--- src/rtl/tech_map_pkg.sv ---
// Helpers shared by the techmap sequential-cell simulation targets.
package tech_map_pkg;

  // Width of a 0..depth occupancy counter; never narrower than one bit.
  function automatic int unsigned count_width(input int unsigned depth);
    int unsigned w;
    w = $clog2(depth + 1);
    return (w < 1) ? 1 : w;
  endfunction

endpackage

--- src/rtl/tech_rff_pipe_if.sv ---
// Valid/ready stream bundle for the resettable flop pipeline, with flush and occupancy.
interface tech_rff_pipe_if #(
  parameter int unsigned WIDTH = 8,
  parameter int unsigned DEPTH = 3
);
  localparam int unsigned CntW = tech_map_pkg::count_width(DEPTH);

  logic             clr;
  logic             in_valid;
  logic             in_ready;
  logic [WIDTH-1:0] in_data;
  logic             out_valid;
  logic             out_ready;
  logic [WIDTH-1:0] out_data;
  logic [CntW-1:0]  count;

  modport master (
    output clr, in_valid, in_data, out_ready,
    input  in_ready, out_valid, out_data, count
  );

  modport slave (
    input  clr, in_valid, in_data, out_ready,
    output in_ready, out_valid, out_data, count
  );
endinterface

--- src/rtl/tech_rff_stage.sv ---
// One WIDTH-bit pipeline stage: async reset to RST_VAL, synchronous clear, load enable.
module tech_rff_stage #(
  parameter int unsigned      WIDTH   = 8,
  parameter logic [WIDTH-1:0] RST_VAL = '0
) (
  input  logic             clk,
  input  logic             reset,
  input  logic             clr_i,
  input  logic             ld_i,
  input  logic             v_i,
  input  logic [WIDTH-1:0] d_i,
  output logic             v_o,
  output logic [WIDTH-1:0] d_o
);
  logic             v_q, v_d;
  logic [WIDTH-1:0] d_q, d_d;

  always_comb begin
    v_d = v_q;
    d_d = d_q;
    if (clr_i) begin
      v_d = 1'b0;
      d_d = RST_VAL;
    end else if (ld_i) begin
      v_d = v_i;
      // Bubbles advance the valid bit only; data keeps its last word.
      if (v_i) d_d = d_i;
    end
  end

  always_ff @(posedge clk or posedge reset) begin
    if (reset) begin
      v_q <= 1'b0;
      d_q <= RST_VAL;
    end else begin
      v_q <= v_d;
      d_q <= d_d;
    end
  end

  assign v_o = v_q;
  assign d_o = d_q;
endmodule

--- src/rtl/tech_rff_pipe.sv ---
// DEPTH-stage valid/ready flop pipeline with bubble collapsing, flush and occupancy count.
module tech_rff_pipe
  import tech_map_pkg::*;
#(
  parameter int unsigned      WIDTH   = 8,
  parameter int unsigned      DEPTH   = 3,
  parameter logic [WIDTH-1:0] RST_VAL = '0
) (
  input  logic          clk,
  input  logic          reset,
  tech_rff_pipe_if.slave bus
);
  localparam int unsigned CntW = count_width(DEPTH);

  logic [DEPTH-1:0] stage_v;
  logic [WIDTH-1:0] stage_d [DEPTH];
  logic [DEPTH-1:0] rdy;
  logic             in_ready;
  logic             accept, emit;
  logic [CntW-1:0]  count_q, count_d;

  for (genvar i = 0; i < DEPTH; i++) begin : g_stage
    logic             v_src;
    logic [WIDTH-1:0] d_src;

    // A stage may load when downstream drains or any slot from here to the output is empty.
    assign rdy[i] = bus.out_ready | ~(&stage_v[DEPTH-1:i]);

    if (i == 0) begin : g_head
      assign v_src = bus.in_valid;
      assign d_src = bus.in_data;
    end else begin : g_body
      assign v_src = stage_v[i-1];
      assign d_src = stage_d[i-1];
    end

    tech_rff_stage #(
      .WIDTH   (WIDTH),
      .RST_VAL (RST_VAL)
    ) u_stage (
      .clk   (clk),
      .reset (reset),
      .clr_i (bus.clr),
      .ld_i  (rdy[i]),
      .v_i   (v_src),
      .d_i   (d_src),
      .v_o   (stage_v[i]),
      .d_o   (stage_d[i])
    );
  end

  assign in_ready = rdy[0] & ~bus.clr;
  assign accept   = bus.in_valid & in_ready;
  assign emit     = stage_v[DEPTH-1] & bus.out_ready;

  always_comb begin
    count_d = count_q;
    if (bus.clr) begin
      count_d = '0;
    end else if (accept && !emit) begin
      count_d = count_q + CntW'(1);
    end else if (!accept && emit) begin
      count_d = count_q - CntW'(1);
    end
  end

  always_ff @(posedge clk or posedge reset) begin
    if (reset) begin
      count_q <= '0;
    end else begin
      count_q <= count_d;
    end
  end

  assign bus.in_ready  = in_ready;
  assign bus.out_valid = stage_v[DEPTH-1];
  assign bus.out_data  = stage_d[DEPTH-1];
  assign bus.count     = count_q;
endmodule

--- src/flat_wrapper.sv ---
// flat-port wrapper written by rule: the top's interface ports become plain ports
module tech_rff_pipe_flat import tech_map_pkg::*;
#(
  parameter int unsigned      WIDTH   = 8,
  parameter int unsigned      DEPTH   = 3,
  parameter logic [WIDTH-1:0] RST_VAL = '0
)
  (clk, reset, bus_clr, bus_in_valid, bus_in_data, bus_out_ready, bus_in_ready, bus_out_valid, bus_out_data, bus_count);
  tech_rff_pipe_if #(.WIDTH(WIDTH), .DEPTH(DEPTH)) bus_i ();
  input  logic clk;
  input  logic reset;
  input wire logic [$bits(bus_i.clr)-1:0] bus_clr;
  input wire logic [$bits(bus_i.in_valid)-1:0] bus_in_valid;
  input wire logic [$bits(bus_i.in_data)-1:0] bus_in_data;
  input wire logic [$bits(bus_i.out_ready)-1:0] bus_out_ready;
  output wire logic [$bits(bus_i.in_ready)-1:0] bus_in_ready;
  output wire logic [$bits(bus_i.out_valid)-1:0] bus_out_valid;
  output wire logic [$bits(bus_i.out_data)-1:0] bus_out_data;
  output wire logic [$bits(bus_i.count)-1:0] bus_count;
  assign bus_i.clr = bus_clr;
  assign bus_i.in_valid = bus_in_valid;
  assign bus_i.in_data = bus_in_data;
  assign bus_i.out_ready = bus_out_ready;
  assign bus_in_ready = bus_i.in_ready;
  assign bus_out_valid = bus_i.out_valid;
  assign bus_out_data = bus_i.out_data;
  assign bus_count = bus_i.count;
  tech_rff_pipe #(.WIDTH(WIDTH), .DEPTH(DEPTH), .RST_VAL(RST_VAL)) u_core (.clk(clk), .reset(reset), .bus(bus_i));
endmodule
--- config.mk ---
export PLATFORM = sky130hd
export DESIGN_NAME = tech_rff_pipe_flat
export DESIGN_NICKNAME = d
export VERILOG_FILES = /design/src/rtl/tech_map_pkg.sv /design/src/rtl/tech_rff_pipe_if.sv /design/src/rtl/tech_rff_stage.sv /design/src/rtl/tech_rff_pipe.sv /design/src/flat_wrapper.sv
export SDC_FILE = /design/constraint.sdc
export NUM_CORES = 1
export LEC_CHECK = 0
export BUFFER_PORTS_ARGS = -buffer_cell sky130_fd_sc_hd__clkbuf_2
export CAP_MARGIN = 10
export CORE_ASPECT_RATIO = 2
export CORE_MARGIN = 1.5
export CORE_UTILIZATION = 35
export CTS_CLUSTER_SIZE = 30
export DETAILED_ROUTE_END_ITERATION = 6
export PLACE_DENSITY_LB_ADDON = 0.15
export SLEW_MARGIN = 5
export SYNTH_ARGS = -nofsm -noshare
export SYNTH_HDL_FRONTEND = slang
export SYNTH_HIERARCHICAL = 1
export SYNTH_SLANG_ARGS = --single-unit
--- constraint.sdc ---
create_clock -name clk -period 1.9 [get_ports clk]
set_clock_uncertainty 0.05 [all_clocks]
set_input_delay 0 -clock clk [delete_from_list [all_inputs] [get_ports clk]]
set_output_delay 0 -clock clk [all_outputs]
set_load 0.01 [all_outputs]
# [Word-level counts from Yosys, hierarchy flattened]
# Cells that the tools add are included.
[totals] ff_bits=29 in_bits=13 out_inout_bits=12 word_cells=53
[op_classes] addsub=2 n_mux=18 n_bitwise=10 n_reduce_logical=16
[op_table] operator="$mux W8" n=9
[op_table] operator="$reduce_bool A2 Y1" n=6
[op_table] operator="$reduce_and A2 Y1" n=4
[op_table] operator="$mux W1" n=6
[op_table] operator="$mux W2" n=3
[op_table] operator="$not A1 Y1" n=4
[op_table] operator="$and A1 B1 Y1" n=3
[op_table] operator="$or A1 B1 Y1" n=3
[op_table] operator="$reduce_and A3 Y1" n=1
[op_table] operator="$reduce_bool A3 Y1" n=1
[op_table] operator="$add A2 B1 Y2 const B" n=1
[op_table] operator="$logic_and A1 B1 Y1" n=2
[op_table] operator="$logic_not A1 Y1" n=2
[op_table] operator="$sub A2 B1 Y2 const B" n=1

# [Depth between registers and ports, before layout]
# Gate-level depths: netlist of run 1.
[logic_depth] depth_word=10 mapped_depth=5 ltp_nobuf=3

# [Hierarchy]
# The synthesis of run 1 kept the hierarchy.
[modules_own_cells] module="tech_rff_stage" instances=3 cells_per_inst=41 area_each_um2=455.4 seq_area_each_um2=225.2
[modules_own_cells] module="tech_rff_pipe" instances=1 cells_per_inst=20 area_each_um2=178.9 seq_area_each_um2=50.0

# [Least setup slack after synthesis of run 1]
# Ideal clock, no wire load.
[synth_path] path_type="register -> register" start="register u_core.g_stage[2].u_stage.v_q" end="register u_core.g_stage[2].u_stage.d_q[7]" setup_time_ns=0.074 t_arrival_ns=1.272 t_required_ns=1.776 setup_slack_ns=0.504 path_stages_with_launch=6 n_path_buf=2 synth_period_minus_slack_ns=1.396 cell_sequence="dfrtp_1 -> or2b_1 -> buf_4 -> buf_6 -> a21bo_1 -> a21oi_2"
[synth_between] elab_chain_cells=4
[synth_lines] element="start: declaration" line_no="tech_rff_stage.sv:15" rtl="logic v_q, v_d;"
[synth_lines] element="start signal: assignment" line_no="tech_rff_stage.sv:36" rtl="v_q <= v_d;"
[synth_lines] element="$not A1 Y1" line_no="tech_rff_pipe.sv:27" rtl="assign rdy[i] = bus.out_ready | ~(&stage_v[DEPTH-1:i]);"
[synth_lines] element="$or A1 B1 Y1" line_no="tech_rff_pipe.sv:27"
[synth_lines] element="net u_core.rdy[2]" line_no="tech_rff_pipe.sv:17" rtl="logic [DEPTH-1:0] rdy;"
[synth_lines] element="$reduce_bool A2 Y1 (no line)"
[synth_lines] element="$reduce_and A2 Y1 (no line)"
[synth_lines] element="end signal: assignment" line_no="tech_rff_stage.sv:34" rtl="d_q <= RST_VAL;"
[synth_lines] element="end signal: assignment" line_no="tech_rff_stage.sv:37" rtl="d_q <= d_d;"
[synth_lines] element="end: declaration" line_no="tech_rff_stage.sv:16" rtl="logic [WIDTH-1:0] d_q, d_d;"
# The timed path passes the listed nets, and every way through them passes these cells.
# A chain may end at the register's enable or synchronous reset.

# [Final worst setup path of run 1]
[layout_path] start="register u_core.g_stage[2].u_stage.v_q" end="register u_core.g_stage[2].u_stage.v_q"
[layout_between] elab_chain_cells=3
[layout_lines] element="$not A1 Y1" line_no="tech_rff_pipe.sv:27"
[layout_lines] element="$or A1 B1 Y1" line_no="tech_rff_pipe.sv:27"
[layout_lines] element="net u_core.rdy[2]" line_no="tech_rff_pipe.sv:17"
[layout_lines] element="$reduce_bool A2 Y1 (no line)"
# The timed path passes the listed nets, and every way through them passes these cells.

==> results.json, run 1 <==
{
  "status": "completed",
  "slew_headroom_pct": 62.1,
  "max_freq_mhz": 671,
  "start_util_pct": 36.0,
  "clkTransAtPathRegs_ns": 0.06,
  "synth_top_cell_area_share_pct": 47.0,
  "ys_ff_latch": 29,
  "drv_cap": 0,
  "vdd_drop_max_uv": 484,
  "syn_inst": 143,
  "n_fill_cell": 423,
  "die_w_microns": 50.0,
  "synth_edf_count": 0,
  "regArea_sq_um": 726,
  "rrSetupSlack_ns": 0.41,
  "cp_data_required_time_ns": 2.00,
  "crit_start": "u_core/g_stage[2].u_stage/v_o",
  "clockRootBuffer": "clkbuf_8",
  "finalMaxSlewViolations": 0,
  "synthTopCellsByArea": "dfrtp_1 (47%), a21bo_2 (14%), nand3_1 (8.1%)",
  "async_flop_share_pct": 100,
  "setup_tns_ns": 0,
  "crit_slowest_cell": "or2b_1",
  "clock_latency_ns": 0.28,
  "grt_pass1_wl_mm": 5.42,
  "area_growth_pct": 17.5,
  "ios": 25,
  "row_count": 34,
  "hold_viol_final": 0,
  "cts_tree": "yes",
  "ys_seq_area_share_pct": 47.0,
  "antenna_found_initial": 0,
  "postCtsSetupBuffers": 0,
  "core_region_area_sq_mm": 0.00430,
  "firstDrtPassIters": 4,
  "avgRoutedWirePerCell_microns": 12.7,
  "critPathMaxStageDelay_ns": 0.56,
  "cp_data_arrival_time_ns": 1.59,
  "first_global_vias": 1182,
  "fin_nets": 186,
  "cp_cell_sequence": "or2b_1, mux2i_1, nor2_1",
  "crit_fanout": 17,
  "fp.dieH_microns": 97.0,
  "rsz0062_at_grt": "no",
  "syn_area_per_cell_sq_um": 10.8,
  "stdcell_count": 228,
  "worst_setup_path_end_kind": "register",
  "yosysMostFrequentCell": "dfrtp_1",
  "drt_wl_total_mm": 2.90,
  "dp_hpwl_mm": 2.02,
  "hp-class": "in2reg",
  "timing.rr.start": "u_core/g_stage[2].u_stage/v_o",
  "multi_input_area_sq_um": 658,
  "overflow": 0,
  "cts-resized-gates": 0,
  "ys_types": 27,
  "holdBufCountCts": 9,
  "period_share_pct": 78.4,
  "grt_start_max_net_pins": 22,
  "drt-initial-drc-count": 36,
  "synth_warnings": 6,
  "syn_area_sq_mm": 0.00155,
  "start_kind": "register",
  "path_class": "reg2reg",
  "drc": 0,
  "path_depth": 3,
  "critPathBufInv": 0,
  "track_usage_pct": 14.4,
  "p_leak_nw": 0.850,
  "place_congestion": 0.713,
  "endpoint": "u_core/g_stage[2].u_stage/v_o",
  "ys_top_cells_by_count": "dfrtp_1 (29), nand3_1 (25), a21bo_2 (21), a21oi_1 (21), buf_6 (6)",
  "cts_sinks": 29,
  "htree_num_levels": 2,
  "io_buffers": 24,
  "vias_per_cell": 4.91,
  "power-per-cell-area_mw_per_mm2": 732,
  "tightest_slew_ns": 0.568,
  "hold-path-cell-count": 2,
  "ant_nets": 0,
  "numCtsBuffers": 5,
  "period_needed_ns": 1.49,
  "drive_gt1_share_pct": 35.6,
  "diodes": 0,
  "cp_top_family": "simple AND/OR/NAND/NOR gates",
  "clockBufferDepth": 2,
  "r2r-end": "u_core/g_stage[2].u_stage/v_o",
  "die_area_sq_mm": 0.00485,
  "ys.flop_type": "dfrtp_1",
  "r2r_cells": 3,
  "synth_nets": 156,
  "vias": 1119,
  "dp_cells": 211,
  "finalSetupViolCount": 0,
  "netlist.top_cell.by_area": "dfrtp_1"
}
## how the worst min path moves through the flow
stage	startpoint	to	slack [ns]
after floorplan	reset	u_core/bus.count[0]	-0.31
after global placement	reset	u_core/bus.count[0]	-0.16
after detailed placement	reset	u_core/bus.count[1]	-0.16
after CTS	bus_clr	u_core/g_stage[2].u_stage/d_o[7]	0.04
after global routing	bus_clr	u_core/g_stage[2].u_stage/d_o[7]	0.07
final	bus_clr	u_core/g_stage[2].u_stage/d_o[7]	0.04
## state kept, by name, indices dropped and copies added, names as in the netlist
| register | cells |
|---|---|
| u_core/g_stage.u_stage/v_o | 3 |
| u_core/g_stage.u_stage/d_o | 24 |
| u_core/bus.count | 2 |
## power breakdown
part / internal [W] / switching [W]
registers: 0.000637 / 0.0000122
logic: 0.0000586 / 0.0000676
clock network: 0.000327 / 0.000227
total: 0.00102 / 0.000306
## layout by cell type, fill, tap and decap left out, types with 2 or more instances in the layout
cell	n
a21bo_1	3
a21bo_2	21
a21oi_1	21
a21oi_2	3
buf_4	5
clkbuf_2	24
clkbuf_8	7
dfrtp_1	29
dlygate4sd3_1	9
inv_1	4
mux2i_1	3
nand3_1	25
nor2_1	4
nor2b_1	2
## layer usage
metal | share of wire (%) | up-vias | wire (microns) | global-route usage (%)
met5 | 0 | - | 0 | 0
met2 | 53 | 21 | 1520 | 24.0
met4 | 1.9 | 0 | 56 | 8.33
met1 | 43 | 531 | 1240 | 16.6
met3 | 2.6 | 5 | 74 | 2.78
li1 | - | 562 | - | -
## through the flow
| step | hold WS, ns | cell area [sq um] | utilization (%) | total power [W] | worst slack (ns) |
|---|---|---|---|---|---|
| final | 0.0394 | 1820 | 42.3 | 0.00133 | 0.410 |
| after global routing | 0.0709 | 1820 | 42.3 | 0.00139 | 0.237 |
| after CTS | 0.0396 | 1820 | 42.3 | 0.00135 | 0.414 |
| after detailed placement | -0.164 | 1620 | 37.8 | 0.000774 | 0.423 |
| after global placement | -0.158 | 1620 | 37.8 | 0.000770 | 0.463 |
| after floorplan | -0.309 | 1550 | - | 0.000747 | 0.504 |
## layout make-up
class / instances / area share [%]
Clock buffer: 7 / 5.31
Clock inverter: 1 / 0.276
Inverter: 4 / 0.827
Multi-Input combinational cell: 95 / 36.3
Sequential cell: 29 / 40.0
Tap cell: 54 / 3.72
Timing Repair Buffer: 38 / 13.6
## cell families (layout without fill, tap and decap cells)
family | count (synthesis) | after routing | synth area share (%)
muxes | 4 | 4 | 2.67
DFF | 29 | 29 | 47.0
AOI/OAI and AO/OA | 52 | 52 | 25.9
and+or+nand+nor | 39 | 39 | 14.0
buffers and inverters | 19 | 50 | 10.4
(Power assumes the default switching activity.)
==> run 2, diff against run 1 <==
- clock period: 1.9 -> 1.25 ns (I/O delays scaled with it)
==> run 2 against run 1 <==
  * The flow now finishes with violations (negative setup slack)
  * Non-clock buffer count up 10
  * Count of clock-buffer cells in the layout up 1
  * Worst setup slack worse by 0.52 ns
  * Clock power up 32%
  * Hold slack better by 0.0066 ns
  * Flip-flop and latch count unchanged
  * Sequential share of layout area down 2.7 points
  * Cell area up 7.4%
  * Register-to-register slack worse by 0.50 ns
  * Largest cell class unchanged
  * Largest power group unchanged
==> results.json, run 2 (same netlist as run 1, synthesis figures left out) <==
{
  "cp_top_family": "flip-flops",
  "final_common_cell": "dfrtp_1",
  "drive_gt1_share_pct": 39.7,
  "p_leak_nw": 0.916,
  "power-per-cell-area_mw_per_mm2": 992,
  "critPathBufInv": 2,
  "period_needed_ns": 1.36,
  "finalSetupViolCount": 19,
  "path_class": "reg2out",
  "place_congestion": 0.799,
  "cts_sinks": 29,
  "clock_latency_ns": 0.28,
  "die_area_sq_mm": 0.00485,
  "stdcell_count": 238,
  "numCtsBuffers": 5,
  "fp.dieH_microns": 97.0,
  "diodes": 0,
  "start_kind": "register",
  "worst_setup_path_end_kind": "output pin",
  "htree_num_levels": 2,
  "fin_util_pct": 45.4,
  "grt_pass1_wl_mm": 5.63,
  "hp-class": "in2reg",
  "power_w": 0.00194,
  "cp_cell_sequence": "nand4b_1, buf_12, nor2b_1, clkbuf_2",
  "io_buffers": 24,
  "max_freq_mhz": 733,
  "finalMaxSlewViolations": 0,
  "die_w_microns": 50.0,
  "core_region_area_sq_mm": 0.00430,
  "dp_hpwl_mm": 2.05,
  "fin_nets": 196,
  "violations": "negative setup slack",
  "top_layer": "met4",
  "first_global_vias": 1216,
  "status": "finished with violations",
  "start_util_pct": 36.0,
  "antenna_found_initial": 0,
  "dp_cells": 215,
  "final_cell_mix": "dfrtp_1 (28), clkbuf_2 (24), nand3_1 (24)",
  "met1_length_mm": 1.28,
  "period_share_pct": 109,
  "cts_tree": "yes",
  "clockBufferDepth": 2,
  "ant_nets": 0,
  "pre_cts_ws_ns": -0.0690,
  "tightest_slew_ns": 0.357,
  "grt_start_max_net_pins": 30,
  "track_usage_pct": 15.0,
  "setup_ws_ns": -0.114,
  "design_area_sq_mm": 0.00195,
  "row_count": 34,
  "placed_area_sq_mm": 0.00169,
  "drv_cap": 0,
  "ios": 25,
  "rsz0062_at_grt": "yes",
  "cp_data_arrival_time_ns": 1.31,
  "vias": 1189,
  "hold_viol_final": 0,
  "overflow": 0,
  "largest_reg_flops": 24,
  "drt-initial-drc-count": 23,
  "crit_fanout": 10,
  "vias_per_cell": 5.00,
  "wl_met2_mm": 1.78,
  "avgRoutedWirePerCell_microns": 13.5,
  "wl_met3_microns": 82,
  "critPathMaxStageDelay_ns": 0.40,
  "area_growth_pct": 26.2,
  "clockRootBuffer": "clkbuf_8",
  "firstDrtPassIters": 4,
  "slew_headroom_pct": 76.2,
  "cp_data_required_time_ns": 1.20,
  "clkTransAtPathRegs_ns": 0.06,
  "drt_wl_total_mm": 3.22,
  "crit_slowest_cell": "dfrtp_2",
  "drc": 0,
  "vdd_drop_max_uv": 820
}
-- run 2: cell count changes in the layout (fill, tap and decap cells not counted), sizes merged --
cell	change
clkinv	-1
dlygate4sd3	+1
buf	+8
clkbuf	+2
-- run 2: what timing repair did --
action                                 in CTS  in global routing
setup endpoints to repair                  11                 23
pin swaps                                   0                  3
hold buffers                               10                  0
endpoints found under the hold margin      38                  0
gates resized for setup                     1                  4
setup buffers                               0                  3
gates cloned                                0                  2
-- run 2: worst paths after layout --
kind / slack, ns / to / startpoint / depth (start not counted)
worst max-delay path: -0.11 / bus_in_ready / u_core/g_stage[2].u_stage/v_o / 4
worst min-delay path: 0.05 / u_core/bus.count[1] / bus_clr / 3
worst max register to register: -0.09 / u_core/g_stage[0].u_stage/d_o[1] / u_core/g_stage[2].u_stage/v_o / 5
worst min register to register: 0.48 / u_core/g_stage[2].u_stage/d_o[1] / u_core/g_stage[1].u_stage/d_o[1] / 2
max in group asynchronous: 0.66 / u_core/g_stage[2].u_stage/v_o / reset / 3
min in group asynchronous: 0.10 / u_core/bus.count[1] / reset / 3
-- run 2: final cells by class --
type,instances,area (sq um)
clock buffers,8,80.1
inverters,4,15.0
fillers,430,2350
well taps,54,67.6
flip-flops and latches,29,727
multi-input cells,95,677
repair buffers,48,384
-- run 2: report_power, final --
| part | leakage [nW] | internal, W | switching (W) |
|---|---|---|---|
| Clock | 0.0395 | 0.000394 | 0.000338 |
| Sequential | 0.394 | 0.000968 | 0.0000189 |
| Combinational | 0.482 | 0.000106 | 0.000110 |
| Total | 0.916 | 0.00147 | 0.000467 |
-- run 2: routing by layer --
layer,vias to the layer above,GRT usage [%]
met5,-,0
met4,0,8.33
met3,8,2.78
met2,23,25.2
met1,573,17.2
li1,585,-
-- run 2: tightest hold or removal path, delay by kind of cell --
kind | cells | cell delay [ns]
simple gates | 1 | 0.11
buf+inv | 1 | 0.09
mux | 1 | 0.15
-- run 2: stage by stage --
step	hold slack, ns	TNS (ns)
4_1_cts	0.0199	-0.545
3_5_place_dp	-0.148	-0.264
3_3_place_gp	-0.160	-0.0573
5_1_grt	0.0544	-2.51
6_report	0.0460	-0.662
2_1_floorplan	-0.309	-0.206
